==> src/rtl/spi_slave_pkg.sv <==
// Shared SPI definitions: mode constants, default word width and the slave FSM states.
// The SPI master imports the same package so both ends agree on framing.
package spi_slave_pkg;

    localparam int SPI_DWIDTH      = 8;
    localparam bit SPI_CPOL        = 1'b0;
    localparam bit SPI_CPHA        = 1'b0;
    localparam bit SPI_MSB_FIRST   = 1'b1;

    typedef enum logic {
        IDLE   = 1'b0,
        ACTIVE = 1'b1
    } spi_state_e;

endpackage

==> src/rtl/spi_slave_sync.sv <==
// Multi-flop synchronizer for one asynchronous SPI pin, with a selectable reset level
// so an idle pin does not produce a spurious edge when reset is released.
module spi_sync #(
    parameter int   STAGES    = 2,
    parameter logic RESET_VAL = 1'b0
) (
    input  logic clk,
    input  logic rst,
    input  logic d,
    output logic q
);

    logic [STAGES-1:0] sync_q;

    always_ff @(posedge clk) begin
        if (rst) begin
            sync_q <= {STAGES{RESET_VAL}};
        end else begin
            sync_q <= {sync_q[STAGES-2:0], d};
        end
    end

    assign q = sync_q[STAGES-1];

endmodule

==> src/rtl/spi_slave.sv <==
// SPI slave (CPOL=0, CPHA=0, MSB first) with a one-word TX holding register and a
// one-word RX output register with overrun detection. All pins are oversampled on clk.
module spi_slave
    import spi_slave_pkg::*;
#(
    parameter int                DWIDTH      = SPI_DWIDTH,
    parameter logic [DWIDTH-1:0] FILL        = {DWIDTH{1'b0}},
    parameter int                SYNC_STAGES = 2
) (
    input  logic              clk,
    input  logic              rst,
    input  logic              sclk,
    input  logic              ss_n,
    input  logic              mosi,
    output logic              miso,
    output logic              miso_oe,
    input  logic [DWIDTH-1:0] tx_din,
    input  logic              tx_wr,
    output logic              tx_ready,
    output logic [DWIDTH-1:0] rx_dout,
    output logic              rx_valid,
    input  logic              rx_rd,
    output logic              overrun,
    output logic              busy
);

    localparam int CW = $clog2(DWIDTH + 1);

    spi_state_e        state, next_state;
    logic              sclk_s, ss_s, mosi_s;
    logic              sclk_d, ss_d;
    logic              sclk_rise, sclk_fall, ss_fall, ss_rise;
    logic [CW-1:0]     bit_cnt;
    logic              word_done, reload_pend;
    logic              frame_start, consume;
    logic [DWIDTH-1:0] consume_val;
    logic [DWIDTH-1:0] tx_shift, rx_shift, hold;
    logic              hold_full;

    spi_sync #(.STAGES(SYNC_STAGES), .RESET_VAL(1'b0)) u_sync_sclk (
        .clk(clk), .rst(rst), .d(sclk), .q(sclk_s)
    );
    spi_sync #(.STAGES(SYNC_STAGES), .RESET_VAL(1'b1)) u_sync_ss (
        .clk(clk), .rst(rst), .d(ss_n), .q(ss_s)
    );
    spi_sync #(.STAGES(SYNC_STAGES), .RESET_VAL(1'b0)) u_sync_mosi (
        .clk(clk), .rst(rst), .d(mosi), .q(mosi_s)
    );

    always_ff @(posedge clk) begin
        if (rst) begin
            sclk_d <= 1'b0;
            ss_d   <= 1'b1;
        end else begin
            sclk_d <= sclk_s;
            ss_d   <= ss_s;
        end
    end

    assign sclk_rise = sclk_s & ~sclk_d;
    assign sclk_fall = ~sclk_s & sclk_d;
    assign ss_fall   = ~ss_s & ss_d;
    assign ss_rise   = ss_s & ~ss_d;

    always_ff @(posedge clk) begin
        if (rst) begin
            state <= IDLE;
        end else begin
            state <= next_state;
        end
    end

    always_comb begin
        next_state = state;
        busy       = 1'b0;
        case (state)
            IDLE: begin
                if (ss_fall) begin
                    next_state = ACTIVE;
                end
            end
            ACTIVE: begin
                busy = 1'b1;
                if (ss_rise) begin
                    next_state = IDLE;
                end
            end
            default: next_state = IDLE;
        endcase
    end

    // The holding register is drained at frame start and at every word boundary.
    assign frame_start = (state == IDLE) && ss_fall;
    assign word_done   = (state == ACTIVE) && (bit_cnt == CW'(DWIDTH));
    assign consume     = frame_start || ((state == ACTIVE) && sclk_fall && reload_pend);
    assign consume_val = hold_full ? hold : FILL;

    always_ff @(posedge clk) begin
        if (rst) begin
            tx_shift    <= FILL;
            rx_shift    <= '0;
            bit_cnt     <= '0;
            reload_pend <= 1'b0;
        end else if (frame_start) begin
            tx_shift    <= consume_val;
            bit_cnt     <= '0;
            reload_pend <= 1'b0;
        end else if (state == ACTIVE) begin
            if (sclk_rise) begin
                rx_shift <= {rx_shift[DWIDTH-2:0], mosi_s};
                bit_cnt  <= bit_cnt + CW'(1);
            end else if (word_done) begin
                bit_cnt     <= '0;
                reload_pend <= 1'b1;
            end
            if (sclk_fall) begin
                tx_shift    <= reload_pend ? consume_val : {tx_shift[DWIDTH-2:0], 1'b0};
                reload_pend <= 1'b0;
            end
        end
    end

    // A write landing on the same clk as a consume refills the register immediately.
    always_ff @(posedge clk) begin
        if (rst) begin
            hold      <= '0;
            hold_full <= 1'b0;
        end else if (tx_wr && (!hold_full || consume)) begin
            hold      <= tx_din;
            hold_full <= 1'b1;
        end else if (consume) begin
            hold_full <= 1'b0;
        end
    end

    // Word completion takes priority over a simultaneous read acknowledge.
    always_ff @(posedge clk) begin
        if (rst) begin
            rx_dout  <= '0;
            rx_valid <= 1'b0;
            overrun  <= 1'b0;
        end else if (word_done) begin
            rx_dout  <= rx_shift;
            rx_valid <= 1'b1;
            if (rx_valid && !rx_rd) begin
                overrun <= 1'b1;
            end
        end else if (rx_rd) begin
            rx_valid <= 1'b0;
            overrun  <= 1'b0;
        end
    end

    assign miso     = tx_shift[DWIDTH-1];
    assign miso_oe  = ~ss_s;
    assign tx_ready = ~hold_full;

endmodule

==> config.mk <==
export PLATFORM = sky130hd
export DESIGN_NAME = spi_slave
export DESIGN_NICKNAME = d
export VERILOG_FILES = /design/src/rtl/spi_slave_pkg.sv /design/src/rtl/spi_slave_sync.sv /design/src/rtl/spi_slave.sv
export SDC_FILE = /design/constraint.sdc
export NUM_CORES = 1
export LEC_CHECK = 0
export BUFFER_PORTS_ARGS = -buffer_cell sky130_fd_sc_hd__buf_4
export CAP_MARGIN = 40
export CORE_MARGIN = 2
export CORE_UTILIZATION = 56
export CTS_BUF_LIST = sky130_fd_sc_hd__clkbuf_2
export DETAILED_ROUTE_END_ITERATION = 8
export PLACE_DENSITY = 0.79
export SYNTH_ARGS = -nofsm -noshare
export SYNTH_HDL_FRONTEND = slang
export SYNTH_HIERARCHICAL = 1
export SYNTH_SLANG_ARGS = --single-unit
==> constraint.sdc <==
create_clock -name clk -period 3.7 [get_ports clk]
set_clock_uncertainty 0.05 [all_clocks]
set_input_delay 0.37 -clock clk [delete_from_list [all_inputs] [get_ports clk]]
set_output_delay 0.37 -clock clk [all_outputs]
set_load 0.1 [all_outputs]
==> metrics.cfg <==
[routing]
routed-wl-met3_um = 177
firstDrtPassIters = 4
wl_per_cell_um = 12.3
drcViolationCount = 0
antenna_left = 0
top_layer = met4
vias = 1448
drt_iter0_drc = 78
drt-met1-wl_um = 1470
via_per_inst = 5.30
dr_wl_met2_um = 1650
routed_wirelength_um = 3350

[global_routing]
grt_use_total = 0.190
grt_max_degree = 55
grt_pass1_vias = 1378
antenna_found_initial = 0
grt_pass1_wl_um = 5950
grt_overflow = 0

[min_path]
whs_path_depth = 2
worstHoldEndpoint = u_sync_ss/sync_q[0]
hold_path_class = in2reg
holdCritStartpoint = ss_n

[critical_path]
crit_chain = buf_4
cp-end-kind = output pin
cp_top_family = flip-flops
r2r_end = tx_shift[4]
critPathMaxStageDelay_ns = 0.53
cp_num_buf_inv = 1
critPathLaunchType = flip-flop
arrival_ns = 1.30
worst-path-max-fanout = 10
critPathKind = reg2out
cp.required_ns = 3.28
crit_path_top_delay_cell = dfxtp_1
ff2ff_setup_slack_ns = 1.99
rr_startpoint = state
reg2regPathDepth = 3

[floorplan]
rows = 21
io_pins = 29
die_h_um = 62.6
coreArea_um2 = 3310
die-area_um2 = 3910
start_util = 0.580
die_width_um = 62.6

[clock_tree]
clkSinkCount = 49
cts_root_buf = clkbuf_2
cts_resized = 0
path_clk_slew_ns = 0.23
cts.htree.levels = 2
post_cts_buffers = 0
cts_tree = built
cts_hold_buf = 0
cts_buffers = 5
clk_latency_ns = 0.43
clockBufferDepth = 2

[finish]
layout_common_cells = dfxtp_1 (49), nand2_1 (35), buf_4 (28)
fin_cells = 273
nets = 243
final_common_cell = dfxtp_1
drive_above_1_share = 0.172
area_delta_synth_final_pct = 13.0
fillers = 300
diodes = 0

[placement]
port_buffers = 28
gp_congestion = 0.789
place_inst = 265
hpwl_um = 2380

[synth]
synth-xor-area-share = 0
syn_avg_cell_area_um2 = 9.46
synth-edff-count = 0
ys_async_sr_fraction = 0
synth_top_area_cell = dfxtp_1
yosysWarnings = 6
synth_nets = 220
synth_top_flop_cell = dfxtp_1
synth-seq-cells = 49
synth_top_family_by_area = simple AND/OR/NAND/NOR gates
ys_seq_area_frac = 0.511
synth_simple_gate_area_frac = 0.247
synthTopCellsByArea = dfxtp_1 (51%), nand2_1 (6.8%), a21oi_1 (6.3%)
synth_cell_types = 32
synth_cells = 203
synth_top_cell_area_share = 0.511
synthesis.area_um2 = 1920
synthMuxAreaShare = 0.0417
synthAdderAreaFrac = 0.0130
synth_compound_area_frac = 0.140

[timing]
hold_viol = 0
finalSetupTns_ns = 0
finalMaxSlewViolations = 0
setup_violations = 0
worstMarginPinSlew_ns = 0.521
relSlewSlack = 0.652
rsz0062_at_grt = false
fmax_mhz = 581
period_needed_ns = 1.72
post-route-period-util = 0.465

[run]
maxCapViolCount = 0

[pwr]
p_leak_nw = 0.814
p_total_mw = 0.825
powerDensity_nw_per_um2 = 380
ir_drop_mv = 0.256

[status]
status = finished, final reports clean

==> stage by stage <==
step | utilization | cell area, µm² | hold slack (ns) | setup slack [ns]
floorplan | - | 1920 | 0.333 | 1.50
global placement | 0.642 | 2130 | 0.339 | 2.08
detailed placement | 0.642 | 2130 | 0.348 | 2.01
CTS | 0.655 | 2170 | 0.0393 | 1.95
global route | 0.655 | 2170 | 0.0305 | 1.81
finish | 0.655 | 2170 | 0.0616 | 1.98
==> state kept, by name, summed over array words and instances (netlist names), 2 cells and up <==
name,flops
tx_shift,8
u_sync_sclk/sync_q,2
rx_shift,8
hold,8
bit_cnt,4
u_sync_mosi/sync_q,2
u_sync_ss/sync_q,2
rx_dout,8
==> metal layers <==
metal	GRT usage	vias to the layer above
met1	0.227	669
li1	-	742
met3	0.0468	6
met2	0.317	31
met5	0	-
met4	0.0944	0
==> how the worst max path moves through the flow <==
stage           from     endpoint  slack (ns)  cells after the start
6_report       state         busy        1.98                      1
2_1_floorplan  state  tx_shift[1]        1.50                      5
3_5_place_dp   state  tx_shift[4]        2.01                      3
4_1_cts        state         busy        1.95                      1
3_3_place_gp     rst  tx_shift[6]        2.08                      3
5_1_grt        state      hold[3]        1.81                      3
==> where the power goes <==
| part | internal [mW] | switching, mW | leakage, nW |
|---|---|---|---|
| Clock | 0.0448 | 0.165 | 0.0304 |
| Sequential | 0.541 | 0.00783 | 0.398 |
| Combinational | 0.0274 | 0.0396 | 0.386 |
==> kinds of logic after synthesis <==
| logic type | count (synthesis) |
|---|---|
| AOI/OAI and AO/OA | 39 |
| adders and majority gates | 2 |
| buffers and inverters | 20 |
| DFF | 49 |
| muxes | 8 |
| and+or+nand+nor | 85 |
==> cell type report <==
cell class	count	area, µm²	share of cell area
repair buffers	28	210	0.0969
multi-input cells	134	848	0.391
flip-flops and latches	49	981	0.452
clock buffers	5	25.0	0.0115
clock inverters	3	17.5	0.00807
inverters	8	30.0	0.0138
well taps	46	57.6	0.0265
==> synthesized netlist by cell type (all sizes together) (2+ instances only) <==
library cell   n
buf            6
nor4b          7
nand2b        16
clkbuf         6
mux2i          8
a31oi          2
o21ai          3
nand2         35
a221o          7
and3b          2
inv            8
dfxtp         49
or2            3
or3            2
nand4b         2
a21oi         24
nand3b         2
nand3          6
nor2b          5
ha             2
(Power assumes the default switching activity.)
